## config.mk

```make
export PLATFORM = sky130hd
export DESIGN_NAME = score_bcd_display
export DESIGN_NICKNAME = d
export VERILOG_FILES = /design/src/rtl/score_bcd_display.sv
export SDC_FILE = /design/constraint.sdc
export NUM_CORES = 1
export LEC_CHECK = 0
export ABC_AREA = 1
export CORE_UTILIZATION = 45
export CTS_CLUSTER_DIAMETER = 120
export CTS_CLUSTER_SIZE = 28
export DETAILED_ROUTE_END_ITERATION = 7
export PLACE_DENSITY = 0.66
export SYNTH_ARGS = -nofsm -noshare
export SYNTH_HDL_FRONTEND = slang
export SYNTH_SLANG_ARGS = --single-unit
```

## constraint.sdc

```tcl
create_clock -name clk -period 4.53 [get_ports clk]
set_input_delay 0.906 -clock clk [delete_from_list [all_inputs] [get_ports clk]]
set_output_delay 0.906 -clock clk [all_outputs]
set_load 0.02 [all_outputs]
```

## src/rtl/score_bcd_display.sv

```systemverilog
// Score display stage: iterative 16-bit binary-to-BCD conversion (double dabble)
// feeding a time-multiplexed five-digit seven-segment driver.
module score_bcd_display #(
  parameter int unsigned REFRESH_DIV = 1024,
  parameter bit          BLANK_LZ    = 1'b1
) (
  input  logic        clk,
  input  logic        rst_n,
  input  logic [15:0] score,
  input  logic        score_valid,
  output logic        busy,
  output logic        bcd_valid,
  output logic [19:0] bcd_out,
  output logic [6:0]  seg,
  output logic [4:0]  dig_sel
);

  localparam int unsigned CW = (REFRESH_DIV > 1) ? $clog2(REFRESH_DIV) : 1;

  typedef enum logic {IDLE = 1'b0, CONVERT = 1'b1} state_t;

  state_t        state_q, state_d;
  logic [15:0]   shift_q, shift_d;
  logic [19:0]   acc_q, acc_d;
  logic [4:0]    step_q, step_d;
  logic [15:0]   pend_q, pend_d;
  logic          pend_v_q, pend_v_d;
  logic [19:0]   bcd_q, bcd_d;
  logic          valid_q, valid_d;
  logic [18:0]   acc_adj;
  logic [19:0]   acc_step;
  logic          last_step;

  logic [CW-1:0] cnt_q, cnt_d;
  logic [2:0]    idx_q, idx_d;
  logic          wrap;
  logic [3:0]    digit;
  logic          upper_zero;

  // Top digit only needs three result bits: it never exceeds 6 after the final shift.
  always_comb begin
    acc_adj = '0;
    for (int k = 0; k < 4; k++) begin
      acc_adj[4*k +: 4] = (acc_q[4*k +: 4] >= 4'd5) ? acc_q[4*k +: 4] + 4'd3 : acc_q[4*k +: 4];
    end
    acc_adj[18:16] = (acc_q[19:16] >= 4'd5) ? acc_q[18:16] + 3'd3 : acc_q[18:16];
  end

  assign acc_step  = {acc_adj, shift_q[15]};
  assign last_step = (step_q == 5'd15);

  always_comb begin
    state_d  = state_q;
    shift_d  = shift_q;
    acc_d    = acc_q;
    step_d   = step_q;
    pend_d   = pend_q;
    pend_v_d = pend_v_q;
    bcd_d    = bcd_q;
    valid_d  = 1'b0;
    case (state_q)
      IDLE: begin
        if (score_valid) begin
          state_d = CONVERT;
          shift_d = score;
          acc_d   = '0;
          step_d  = '0;
        end
      end
      CONVERT: begin
        shift_d = {shift_q[14:0], 1'b0};
        acc_d   = acc_step;
        step_d  = step_q + 5'd1;
        if (last_step) begin
          bcd_d   = acc_step;
          valid_d = 1'b1;
          step_d  = '0;
          acc_d   = '0;
          // A strobe on the completion edge beats the older pending score.
          if (score_valid) begin
            shift_d  = score;
            pend_v_d = 1'b0;
          end else if (pend_v_q) begin
            shift_d  = pend_q;
            pend_v_d = 1'b0;
          end else begin
            state_d = IDLE;
          end
        end else if (score_valid) begin
          pend_d   = score;
          pend_v_d = 1'b1;
        end
      end
      default: state_d = IDLE;
    endcase
  end

  always_ff @(posedge clk or negedge rst_n) begin
    if (!rst_n) begin
      state_q  <= IDLE;
      shift_q  <= '0;
      acc_q    <= '0;
      step_q   <= '0;
      pend_q   <= '0;
      pend_v_q <= 1'b0;
      bcd_q    <= '0;
      valid_q  <= 1'b0;
    end else begin
      state_q  <= state_d;
      shift_q  <= shift_d;
      acc_q    <= acc_d;
      step_q   <= step_d;
      pend_q   <= pend_d;
      pend_v_q <= pend_v_d;
      bcd_q    <= bcd_d;
      valid_q  <= valid_d;
    end
  end

  assign busy      = (state_q == CONVERT);
  assign bcd_valid = valid_q;
  assign bcd_out   = bcd_q;

  assign wrap = (cnt_q == CW'(REFRESH_DIV - 1));

  always_comb begin
    cnt_d = wrap ? '0 : cnt_q + 1'b1;
    idx_d = idx_q;
    if (wrap) idx_d = (idx_q == 3'd4) ? 3'd0 : idx_q + 3'd1;
  end

  always_ff @(posedge clk or negedge rst_n) begin
    if (!rst_n) begin
      cnt_q <= '0;
      idx_q <= '0;
    end else begin
      cnt_q <= cnt_d;
      idx_q <= idx_d;
    end
  end

  always_comb begin
    digit      = bcd_q[3:0];
    upper_zero = 1'b0;
    case (idx_q)
      3'd1: begin digit = bcd_q[7:4];   upper_zero = (bcd_q[19:4]  == 16'd0); end
      3'd2: begin digit = bcd_q[11:8];  upper_zero = (bcd_q[19:8]  == 12'd0); end
      3'd3: begin digit = bcd_q[15:12]; upper_zero = (bcd_q[19:12] == 8'd0);  end
      3'd4: begin digit = bcd_q[19:16]; upper_zero = (bcd_q[19:16] == 4'd0);  end
      default: begin digit = bcd_q[3:0]; upper_zero = 1'b0; end
    endcase
  end

  always_comb begin
    seg = 7'h00;
    case (digit)
      4'd0: seg = 7'h3F;
      4'd1: seg = 7'h06;
      4'd2: seg = 7'h5B;
      4'd3: seg = 7'h4F;
      4'd4: seg = 7'h66;
      4'd5: seg = 7'h6D;
      4'd6: seg = 7'h7D;
      4'd7: seg = 7'h07;
      4'd8: seg = 7'h7F;
      4'd9: seg = 7'h6F;
      default: seg = 7'h00;
    endcase
    if (BLANK_LZ && upper_zero) seg = 7'h00;
  end

  assign dig_sel = 5'(1) << idx_q;

endmodule

```

Word level (Yosys, flattened, before mapping)

Memories as Yosys holds them, arrays and structs flattened.
Cells that the tools add are included.

Order comparisons: 5
Shift operators: 1
$add $sub $neg: 8
Mux-type cells: 30
Bitwise gates (word level): 2
Eq/ne operators: 7
Reduce and logical (&&, ||, !) cells: 8

Operators with widths:

| kind                                                              | count |
|---|---|
| 2-to-1 mux 16 bit                                                 | 4 |
| 2-to-1 mux 20 bit                                                 | 2 |
| one-hot mux 20 bit (2 select lines)                               | 1 |
| one-hot mux 16 bit (2 select lines)                               | 1 |
| greater-or-equal comparator 4 x 3 -> 1 bit, second input constant | 5 |
| adder 4 x 2 -> 4 bit, second input constant                       | 4 |
| zero test 16 bit                                                  | 1 |
| 2-to-1 mux 4 bit                                                  | 4 |
| one-hot mux 4 bit (4 select lines)                                | 1 |
| zero test 12 bit                                                  | 1 |
| adder 10 x 1 -> 10 bit, second input constant                     | 1 |
| == test 10 bit, second input constant                             | 1 |
| 2-to-1 mux 10 bit                                                 | 1 |
| 2-to-1 mux 5 bit                                                  | 2 |
| one-hot mux 5 bit (2 select lines)                                | 1 |
| zero test 8 bit                                                   | 1 |
| 2-to-1 mux 1 bit                                                  | 8 |
| 2-to-1 mux 7 bit                                                  | 1 |
| == test 3 x 2 -> 1 bit, second input constant                     | 2 |
| 2-to-1 mux 3 bit                                                  | 2 |
| adder 5 x 1 -> 5 bit, second input constant                       | 1 |
| == test 5 x 4 -> 1 bit, second input constant                     | 1 |
| left shift 1 x 3 -> 5 bit, first input constant                   | 1 |
| zero test 4 bit                                                   | 1 |
| other kinds (11)                                                  | 13 |

Memories: 1
Bits in read-only memories: 112
Bits of input ports: 19
Flip-flop bits (word level): 93
Logic and storage cells: 72
Output and inout bits: 34

Memories:

| memory           | depth | bits a word | read ports | clocked after Yosys merged registers in | write ports | line | RTL |
|---|---|---|---|---|---|---|---|
| (name not given) | 16    | 7           | 1          | 0                                       | 0           | 156  | `case (digit)` |

Depth between registers and ports, before layout

Word-level depth: 4
Gate-level depth with buffers: 16
Gate-level depth less buffers: 16

Least setup slack after synthesis

OpenSTA, ideal clock, no wires.

Path type: reg-to-output
Start point: reg idx_q[2]
End point: out seg[3]
Setup slack: 1471 ps
Buffers on the path: 2
Cell stages (with the launch flop): 16
Data required time: 3624 ps
Arrival: 2153 ps
Cell sequence: dfrtp_1 buf_6 inv_4 buf_6 ha_1 nand2_1 nand2_1 nor2_1 nand2_1 nand2_1 ha_1 inv_1 nand3_1 nand3_1 nand2_1 nor2_1

Cells in the longest elaborated chain, start to end: 4
Elaborated cells between the ends (all ways): 8
Classes of those cells: 4 x eq/ne; 3 x mux; 1 x memory

Ends and longest elaborated chain:

| element                                     | line | RTL |
|---|---|---|
| start, declared                             | 35   | `logic [2:0] idx_q, idx_d;` |
| start signal, assigned                      | 138  | `idx_q <= idx_d;` |
| == test 3 bit, or another cell as far along | 145  | `case (idx_q)` |
| one-hot mux 4 bit (4 select lines)          | 145  |  |
| memory (16 x 7 bit)                         | --   |  |
| 2-to-1 mux 7 bit *                          | 169  | `if (BLANK_LZ && upper_zero) seg = 7'h00;` |
| end, declared                               | 14   | `output logic [6:0] seg,` |

Every way passes the cells marked *; elsewhere a longest branch is shown, timed or not.

Worst setup path in the final report

Start point: reg idx_q[0]
End point: out seg[3]

Same word-level chain as after synthesis.

==> out/metrics.cfg <==
[synthesis]
seq_area_frac_synth_pct = 45.39
synth_cell_types = 38
synth-edff-count = 0
synth_top_family_by_area = simple AND/OR/NAND/NOR gates
synth_nets = 685
synth-async-reset-ratio_pct = 100.0
yosys.cell_count.top_type = nand2_1
syn-instance-count = 644
synth-simple-area-share_pct = 24.79
synth_top_area_share_pct = 45.39
synth_mux_area_share_pct = 0
ys_ff_latch = 93
synth-compound-area-share_pct = 13.30
synthXorXnorAreaFrac_pct = 2.391
synth_fa_ha_area_share_pct = 5.368
synthesis.area_um2 = 5127
syn_avg_cell_area_um2 = 7.962
synthTopCellsByArea = dfrtp_1 45%, nand2_1 11%, o21ai_0 7.8%
yosys_warnings = 0
yosys_most_used_dff = dfrtp_1
synth_top_area_cell = dfrtp_1
yosys-top-cells-count = 152 x nand2_1, 93 x dfrtp_1, 80 x o21ai_0

[worst_setup_path]
arrival_ps = 3000
crit_fanout = 8
critPathMaxStageDelay_ps = 600
crit_path_end_kind = primary output
reg2reg_slack_ps = 1920
crit_required_ps = 3620
crit_path_cell_trace = inv_1, ha_1, inv_1, nand2_1, nand2_2, nand2_8, clkinv_4, nand2_1, nand2_1, ha_1, inv_1, nand3_1, nand3_1, nand2_1, nor2_1, clkdlybuf4s50_1
cpMaxStageDelayCell = clkdlybuf4s50_1
worstSetupPathType = flip-flop to primary output
cp-start-kind = flip-flop
r2r_cells = 8
path_depth = 16
reg2reg_to = bcd_out[10]$_DFFE_PN0P_
crit_end = seg[3]
cp_common_cell = nand2_1
r2r_start = step_q[0]$_DFFE_PN0P_
worst-path-buf-inv = 5
crit_family = buffers and inverters
startpoint = idx_q[0]$_DFFE_PN0N_

[global_routing]
grtUsageMet1_pct = 26.93
gr-usage-met3_pct = 3.168
overflow = 0
grt_max_degree = 70
met2_usage_pct = 33.63
grt_pass1_vias = 4020
grtUsageTotal_pct = 20.62
grt_pass1_wl_mm = 18.86
grt-busiest-layer = met2
antenna_found_initial = 0

[timing]
min_period_over_period_pct = 86.23
fmax_ghz = 0.2560
finalHoldViolations = 0
rsz0062_at_grt = no
worst_pin_slew_ps = 898.0
setup_violations = 0
finalClockSkew_ps = 7.320
final_max_slew_viol_count = 0
finalCriticalPeriod_ps = 3906
relSlewSlack_pct = 39.99
setup-tns-final_ps = 0

[finish]
synthToLayoutAreaGrowth_pct = 17.52
insertedDiodeCount = 0
drive_gt1_share_pct = 6.782
final_core_util_pct = 54.86
final_nets = 729
seq_area_um2 = 2327
n_fill_cell = 1028
multiInputGateArea_um2 = 2351

[clock_network]
cts_made_buffers = 9
worstSkewPairLatency_ps = 350
htree_levels = 3
cts_setup_buffers = 0
cts_max_path_buffers = 2
cts_tree = done
hold_buffers = 0
cts_resized = 0
cts.sinks = 93
path_clk_slew_ps = 70
clockRootBuffer = clkbuf_16

[drt]
vias = 4271
wire_per_inst_um = 13.41
drt_first_pass_iters = 4
via_per_inst = 5.127
dr.first_iter.drc_count = 184
drcViolationCount = 0
wl_mm = 11.17
antenna_left = 0

[pwr]
p_switching_mw = 1.533
switching_share_pct = 40.63
p_comb_share_pct = 44.0
internal-power_mw = 2.240
p_per_area_nw_per_um2 = 626.2
p_clk_share_pct = 19.9
power_leakage_nw = 2.940
ir_worst_vdd_uv = 388.4
seqPwrFrac_pct = 36.0

[die]
die_h_um = 108.7
dieArea_um2 = 11830
core.rowCount = 38
fp.dieW_um = 108.7
pin_count = 53
floorplan.initialDensity_pct = 46.68
coreArea_um2 = 10980

[place]
gp_congestion = 0.8956
dp_hpwl_mm = 7.702
portBuffers = 52

[hold_path]
hold_class = flip-flop to flip-flop

[run_status]
status = finished clean

[job]
drv_cap = 0

## tightest hold or removal path, stage by stage (launching register included)
cell and delay [ps]:
dfrtp_1 340, nand2_1 50, nand3_1 70
## layer usage
layer  part of all wire (%)  vias up
li1                       -     2177
met1                     48     2000
met5                      0        -
met2                     46       77
met3                    3.3       17
met4                    2.1        0
## placed cells by master (no fill, tap or decap), types with 3 or more instances in the layout
cell type          n
a31oi_1            3
o22ai_1            7
nand2_1          152
clkdlybuf4s50_1   51
ha_1              22
o21ai_0           80
clkbuf_1           3
nand2_4            4
xor2_1            13
nand2_2            4
buf_4              6
clkbuf_16          9
inv_1             73
dfrtp_1           93
a21oi_1           16
nand3_1           72
nor2_1            36
inv_2              7
o21ai_1           18
## state kept, by name, indices dropped and copies added (netlist names)
| register | flops |
|---|---|
| pend_q | 16 |
| busy | 1 |
| cnt_q | 10 |
| step_q | 5 |
| pend_v_q | 1 |
| shift_q | 16 |
| acc_q | 20 |
| bcd_valid | 1 |
| bcd_out | 20 |
| idx_q | 3 |
## metrics by stage
step	power [mW]	setup slack (ps)	instance area [um^2]	hold WS, ps	std cells
after global placement	2.981	1057	5731	477.1	817
final	3.773	623.8	6026	494.4	833
after CTS	3.808	625.0	6026	493.9	833
after detailed placement	3.039	1004	5731	477.3	817
after global routing	4.091	349.7	6026	517.1	833
after floorplan	2.455	1471	5127	458.9	644
## logic make-up after synthesis
logic type | after synthesis
compound gates | 129
flops | 93
buf+inv | 107
fa+ha+maj | 22
xor+xnor | 14
simple gates | 279
## final cells by class
cell class | count | share of cell area, %
multi-input combinational | 444 | 39.02
sequential | 93 | 38.62
timing repair buffer | 57 | 9.219
inverter | 83 | 5.336
clock buffer | 13 | 4.153
tap | 140 | 2.907
clock inverter | 3 | 0.7475
## worst min-delay path by stage
stage                                        from                       to  slack [ps]  cells past startpoint
after global placement     shift_q[9]$_DFFE_PN0P_   shift_q[9]$_DFFE_PN0P_         480                      2
after CTS                  shift_q[2]$_DFFE_PN0P_   shift_q[2]$_DFFE_PN0P_         490                      2
after global routing      shift_q[10]$_DFFE_PN0P_  shift_q[10]$_DFFE_PN0P_         520                      2
final                      shift_q[1]$_DFFE_PN0P_   shift_q[1]$_DFFE_PN0P_         490                      2
after floorplan           shift_q[11]$_DFFE_PN0P_  shift_q[11]$_DFFE_PN0P_         460                      2
after detailed placement   shift_q[2]$_DFFE_PN0P_   shift_q[2]$_DFFE_PN0P_         480                      2
## power by group through the flow
| stage | logic [mW] | registers (mW) | clock network [mW] |
|---|---|---|---|
| CTS | 1.68 | 1.36 | 0.772 |
| global route | 1.89 | 1.40 | 0.808 |
| global placement | 1.61 | 1.37 | 0 |
| finish | 1.66 | 1.36 | 0.753 |
| detailed placement | 1.67 | 1.37 | 0 |
| floorplan | 1.05 | 1.41 | 0 |
No activity file was read; power rests on OpenSTA's default activity.
